File: config.mk
export PLATFORM = sky130hd
export DESIGN_NAME = ip_csum_fixup
export DESIGN_NICKNAME = d
export VERILOG_FILES = /design/src/rtl/ip_csum_fixup.sv
export SDC_FILE = /design/constraint.sdc
export NUM_CORES = 2
export LEC_CHECK = 0
export ABC_AREA = 1
export ABC_CLOCK_PERIOD_IN_PS = 38900
export CORE_AREA = 2 2 355 357
export CTS_CLUSTER_DIAMETER = 30
export DETAILED_ROUTE_END_ITERATION = 8
export DIE_AREA = 0 0 357 359
export SYNTH_ARGS = -nofsm -noshare
export SYNTH_HDL_FRONTEND = slang
export SYNTH_SLANG_ARGS = --single-unit
File: constraint.sdc
create_clock -name AXI_ACLK -period 38.9 [get_ports AXI_ACLK]
set_input_delay 5.835 -clock AXI_ACLK [delete_from_list [all_inputs] [get_ports AXI_ACLK]]
set_output_delay 5.835 -clock AXI_ACLK [all_outputs]
set_load 0.01 [all_outputs]
File: src/rtl/ip_csum_fixup.sv
// ip_csum_fixup: recomputes the IPv4 header checksum of each packet on a 256-bit AXI-Stream.
// Ports: AXI_ACLK/AXI_RESET clock and async active-high reset; S_AXIS_* input stream;
// M_AXIS_* output stream; clear_counters sync counter clear; csum_fixed_count counts
// fixed IPv4 packets; ttl_drop_count counts TTL=0 drops (IP_CSUM_TTL_DROP_EN only, else 0).
// Beats 0 and 1 are held so the checksum over bytes 14..33 can be patched into beat 0.
module ip_csum_fixup #(
  parameter int C_M_AXIS_DATA_WIDTH = 256,
  parameter int C_S_AXIS_DATA_WIDTH = 256,
  parameter int C_M_AXIS_TUSER_WIDTH = 128,
  parameter int C_S_AXIS_TUSER_WIDTH = 128,
  parameter int DST_PORT_POS = 24
) (
  input  logic                              AXI_ACLK,
  input  logic                              AXI_RESET,
  input  logic [C_S_AXIS_DATA_WIDTH-1:0]    S_AXIS_TDATA,
  input  logic [C_S_AXIS_DATA_WIDTH/8-1:0]  S_AXIS_TSTRB,
  input  logic [C_S_AXIS_TUSER_WIDTH-1:0]   S_AXIS_TUSER,
  input  logic                              S_AXIS_TVALID,
  input  logic                              S_AXIS_TLAST,
  output logic                              S_AXIS_TREADY,
  output logic [C_M_AXIS_DATA_WIDTH-1:0]    M_AXIS_TDATA,
  output logic [C_M_AXIS_DATA_WIDTH/8-1:0]  M_AXIS_TSTRB,
  output logic [C_M_AXIS_TUSER_WIDTH-1:0]   M_AXIS_TUSER,
  output logic                              M_AXIS_TVALID,
  output logic                              M_AXIS_TLAST,
  input  logic                              M_AXIS_TREADY,
  input  logic                              clear_counters,
  output logic [31:0]                       csum_fixed_count,
  output logic [31:0]                       ttl_drop_count
);
  if (C_S_AXIS_DATA_WIDTH != 256 || C_M_AXIS_DATA_WIDTH != 256 ||
      DST_PORT_POS + 8 > C_S_AXIS_TUSER_WIDTH) begin : g_bad_cfg
    $error("ip_csum_fixup supports only 256-bit data with the port one-hot inside TUSER");
  end
  localparam logic [2:0] IDLE = 3'd0, HOLD = 3'd1, EMIT0 = 3'd2, EMIT1 = 3'd3, PASS = 3'd4;
`ifdef IP_CSUM_TTL_DROP_EN
  localparam logic [2:0] DROP = 3'd5;
`endif
  logic [2:0]   state;
  logic [255:0] h0_data, h1_data;
  logic [31:0]  h0_strb, h1_strb;
  logic [127:0] h0_user, h1_user;
  logic         h0_last, h1_last, h0_ip, is_ip, drop_st, ttl_zero;
  logic [19:0]  sum;
  logic [16:0]  fold;
  logic [15:0]  csum;
  assign is_ip = S_AXIS_TDATA[159:144] == 16'h0800 && S_AXIS_TDATA[143:136] == 8'h45 && !S_AXIS_TLAST;
  assign ttl_zero = h0_data[79:72] == 8'h00;
`ifdef IP_CSUM_TTL_DROP_EN
  assign drop_st = state == DROP;
`else
  assign drop_st = 1'b0;
`endif
  assign S_AXIS_TREADY = !AXI_RESET && (state == IDLE || state == HOLD || drop_st ||
                                        (state == PASS && M_AXIS_TREADY));
  assign M_AXIS_TVALID = state == EMIT0 || state == EMIT1 || (state == PASS && S_AXIS_TVALID);
  assign M_AXIS_TDATA = state == PASS ? S_AXIS_TDATA : state == EMIT1 ? h1_data : h0_data;
  assign M_AXIS_TSTRB = state == PASS ? S_AXIS_TSTRB : state == EMIT1 ? h1_strb : h0_strb;
  assign M_AXIS_TUSER = state == PASS ? S_AXIS_TUSER : state == EMIT1 ? h1_user : h0_user;
  assign M_AXIS_TLAST = state == PASS ? S_AXIS_TLAST : state == EMIT1 ? h1_last : h0_last;
  // Header words 14..31 come from H0, the old checksum word (bytes 24..25) is skipped,
  // and bytes 32..33 come from the beat being latched into H1 this cycle.
  always_comb begin
    sum = {4'b0, S_AXIS_TDATA[255:240]};
    for (int i = 0; i < 9; i++)
      if (i != 5) sum = sum + {4'b0, h0_data[143-16*i -: 16]};
    fold = {1'b0, sum[15:0]} + {13'b0, sum[19:16]};
    csum = ~(fold[15:0] + {15'b0, fold[16]});
  end
  always_ff @(posedge AXI_ACLK or posedge AXI_RESET)
    if (AXI_RESET) begin
      state <= IDLE;
      {h0_data, h0_strb, h0_user, h0_last, h0_ip} <= '0;
      {h1_data, h1_strb, h1_user, h1_last} <= '0;
    end else begin
      case (state)
        IDLE: if (S_AXIS_TVALID) begin
          {h0_data, h0_strb, h0_user, h0_last} <= {S_AXIS_TDATA, S_AXIS_TSTRB, S_AXIS_TUSER, S_AXIS_TLAST};
          h0_ip <= is_ip;
          state <= is_ip ? HOLD : EMIT0;
        end
        HOLD: if (S_AXIS_TVALID) begin
          {h1_data, h1_strb, h1_user, h1_last} <= {S_AXIS_TDATA, S_AXIS_TSTRB, S_AXIS_TUSER, S_AXIS_TLAST};
          h0_data[63:48] <= csum;
`ifdef IP_CSUM_TTL_DROP_EN
          state <= !ttl_zero ? EMIT0 : S_AXIS_TLAST ? IDLE : DROP;
`else
          state <= EMIT0;
`endif
        end
        EMIT0: if (M_AXIS_TREADY) state <= h0_last ? IDLE : h0_ip ? EMIT1 : PASS;
        EMIT1: if (M_AXIS_TREADY) state <= h1_last ? IDLE : PASS;
        PASS: if (S_AXIS_TVALID && M_AXIS_TREADY && S_AXIS_TLAST) state <= IDLE;
`ifdef IP_CSUM_TTL_DROP_EN
        DROP: if (S_AXIS_TVALID && S_AXIS_TLAST) state <= IDLE;
`endif
        default: state <= IDLE;
      endcase
    end
  always_ff @(posedge AXI_ACLK or posedge AXI_RESET)
    if (AXI_RESET) csum_fixed_count <= '0;
    else if (clear_counters) csum_fixed_count <= '0;
    else if (state == EMIT0 && M_AXIS_TREADY && h0_ip) csum_fixed_count <= csum_fixed_count + 32'd1;
`ifdef IP_CSUM_TTL_DROP_EN
  always_ff @(posedge AXI_ACLK or posedge AXI_RESET)
    if (AXI_RESET) ttl_drop_count <= '0;
    else if (clear_counters) ttl_drop_count <= '0;
    else if (state == HOLD && S_AXIS_TVALID && ttl_zero) ttl_drop_count <= ttl_drop_count + 32'd1;
`else
  assign ttl_drop_count = 32'd0;
`endif
endmodule

==> results.cfg <==
[outcome]
outcome = finished, violations left
violations = max-slew violations

[clocking]
cts_sinks = 870
cts_resized = 0
cts_tree = done
postCtsHoldBufs = 0
insertion_delay_ns = 0.83
clk_pin_slew_worst_paths_ns = 0.04
cts_root_buffer = clkbuf_16
cts_buffers = 222
clock_path_buffers = 3
htreeDepth = 4
postCtsSetupRepairBufs = 0

[placement]
dp_hpwl_um = 109000
portBuffers = 872
gp_congestion = 0.872

[timing]
slew_headroom_pct = -5.72
hold_viol_final = 0
final_max_slew_viol_count = 57
finalSetupViolations = 0
rsz0062_at_grt = no
min_period_ns = 13.90
max_clock_freq_mhz = 71.9
worst_pin_slew_ns = 1.59
fin_tns_setup_ns = 0
period_share_pct = 35.7
fin_skew_ns = 0.0570

[floorplanning]
dieArea_um2 = 128000
fp-row-count = 130
die_x_um = 357
core_um2 = 125000
start_util_pct = 36.9
io_pins = 905
chipHeight_um = 359

[yosys]
synth.distinct_cells = 46
synthAdderAreaFrac_pct = 5.60
yosysSeqAreaShare_pct = 47.4
ys.flop_type = dfrtp_1
synth_area_per_cell_um2 = 9.20
synth_edf_count = 0
synth_xor_area_share_pct = 0.188
synth-compound-area-share_pct = 13.6
yosysWarnings = 0
syn-cell-area_um2 = 45900
synthCells = 4992
ys_seq_elements = 870
ys_async_sr_fraction_pct = 100
yosys.area_share.simple_pct = 14.7
synth_mux_area_share_pct = 9.73
synth_top_family_by_area = simple AND/OR/NAND/NOR gates

[setup_path]
crit_path_start_kind = primary input
required_ns = 33.07
critPathKind = primary input to output pin
crit_fanout = 4
crit_top_cell = clkdlybuf4s50_1
arrival_ns = 8.07
path_cells = clkdlybuf4s50_1, inv_1, o211ai_1, clkdlybuf4s50_1
worst_path_max_delay_cell = o211ai_1
cp_slowest_stage_delay_ns = 0.85
setup.worst_path.end_class = output pin

[global_route]
grt_max_degree = 220
antenna_found_initial = 31
grt_pass1_vias = 38300
grt_pass1_wl_um = 238000
track_usage_pct = 24.1
grt_overflow = 0

[route]
drt_iter0_drc = 2995
drtPass1Iterations = 6
wire_per_inst_um = 20.5
viasPerCell = 5.15
vias = 39400
drc_errors = 0
ant_nets = 0
routed_wl_um = 157000

[cells_and_area]
fin_nets = 6361
drive_gt1_share_pct = 14.9
synthToLayoutAreaGrowth_pct = 38.6

[worst_hold_path]
hold_path.class = flop to flop

[run]
max_cap_viol_count = 0
==> critical path: cells and delay by family <==
kind / cells / cell delay [ns]
AOI/OAI and AO/OA: 1 / 0.85
buffers and inverters: 3 / 1.37
==> routing by layer <==
metal / part of all wire, % / wire length [µm] / track usage (%) / vias to the layer above
met4: 3.2 / 5000 / 9.61 / 26
met5: 0.12 / 184 / 0 / -
met3: 9.1 / 14400 / 8.42 / 248
li1: - / - / - / 18300
met1: 44 / 68700 / 32.3 / 19500
met2: 44 / 69000 / 35.6 / 1355
==> cells by family after synthesis <==
| group | Yosys count |
|---|---|
| AND/OR/NAND/NOR | 1635 |
| buffers and inverters | 988 |
| AO/OA/AOI/OAI | 953 |
| flip-flops | 870 |
| multiplexers | 397 |
| adder cells (fa/ha/maj) | 139 |
| XOR/XNOR | 9 |
| other | 1 |
==> layout make-up <==
class                   count  area (µm²)
well taps                1650        2060
repair buffers            914        9110
flip-flops and latches    870       21800
inverters                 627        2370
clock buffers             292        6190
fillers                 11200       60900
clock inverters           119        1790
diodes                     22        55.1
multi-input cells        3165       20300
==> cell usage after synthesis, types with 10 or more instances <==
| master | n | area share [%] |
|---|---|---|
| o311ai_0 | 236 | 4.5 |
| inv_1 | 615 | 5.0 |
| buf_4 | 32 | 0.52 |
| o21a_1 | 40 | 0.65 |
| dfrtp_1 | 870 | 47 |
| nand2_1 | 1240 | 10 |
| clkbuf_1 | 179 | 1.5 |
| buf_1 | 12 | 0.098 |
| nor3_1 | 18 | 0.20 |
| nand4_1 | 10 | 0.14 |
| a21oi_1 | 49 | 0.53 |
| nor2_1 | 58 | 0.47 |
| nor2_2 | 14 | 0.19 |
| ha_1 | 28 | 0.76 |
| o21ai_0 | 420 | 4.6 |
| inv_2 | 12 | 0.098 |
| o211ai_1 | 181 | 3.0 |
| fa_1 | 111 | 4.8 |
| nand2_2 | 20 | 0.27 |
| mux2_2 | 397 | 9.7 |
| buf_2 | 138 | 1.5 |
| nand3_1 | 239 | 2.6 |
==> registers in the layout, summed over array words and instances (netlist names), 3 cells and up <==
| signal | cells |
|---|---|
| h0_user | 128 |
| h1_strb | 32 |
| csum_fixed_count | 32 |
| state | 3 |
| h1_user | 128 |
| h0_strb | 32 |
| h1_data | 256 |
| h0_data | 256 |
==> path summary, 6_finish.rpt <==
kind | start | endpoint | slack, ns | cells after the start
setup / recovery | S_AXIS_TDATA[139] | M_AXIS_TDATA[139] | 25.00 | 4
hold / removal | h0_data[255] | h0_data[255] | 0.48 | 1
setup reg to reg | h0_data[98] | h0_data[62] | 30.49 | 48
hold reg to reg | h0_data[255] | h0_data[255] | 0.48 | 1
max in group asynchronous | AXI_RESET | h1_data[10] | 28.70 | 7
min in group asynchronous | AXI_RESET | h1_data[58] | 5.54 | 2
==> metrics by stage <==
step | setup WS (ns) | cell area (µm²) | util [%] | hold slack (ns) | cells
finish | 25.00 | 63700 | 51.1 | 0.485 | 7659
global route | 25.00 | 63600 | 51.1 | 0.494 | 7654
CTS | 25.08 | 63600 | 51.0 | 0.490 | 7637
detailed placement | 24.95 | 55600 | 44.6 | 0.480 | 7226
global placement | 24.96 | 55600 | 44.6 | 0.472 | 7226
floorplan | 8.61 | 46100 | - | 0.450 | 5023
==> cell usage in the layout (no fill, tap or decap), drive strengths merged, types with 49 or more instances in the layout <==
cell	Yosys	routed
o211ai	181	181
dfrtp	870	870
mux2	397	397
clkbuf	179	292
fa	111	111
nor2	79	79
o21ai	425	425
inv	627	632
clkdlybuf4s50	0	872
clkinv	0	66
nand2	1263	1263
o311ai	236	236
nand3	249	249
a21oi	49	49
Power is not shown: default switching activity piles up to over one toggle a cycle in this logic, so the estimate is an artifact.
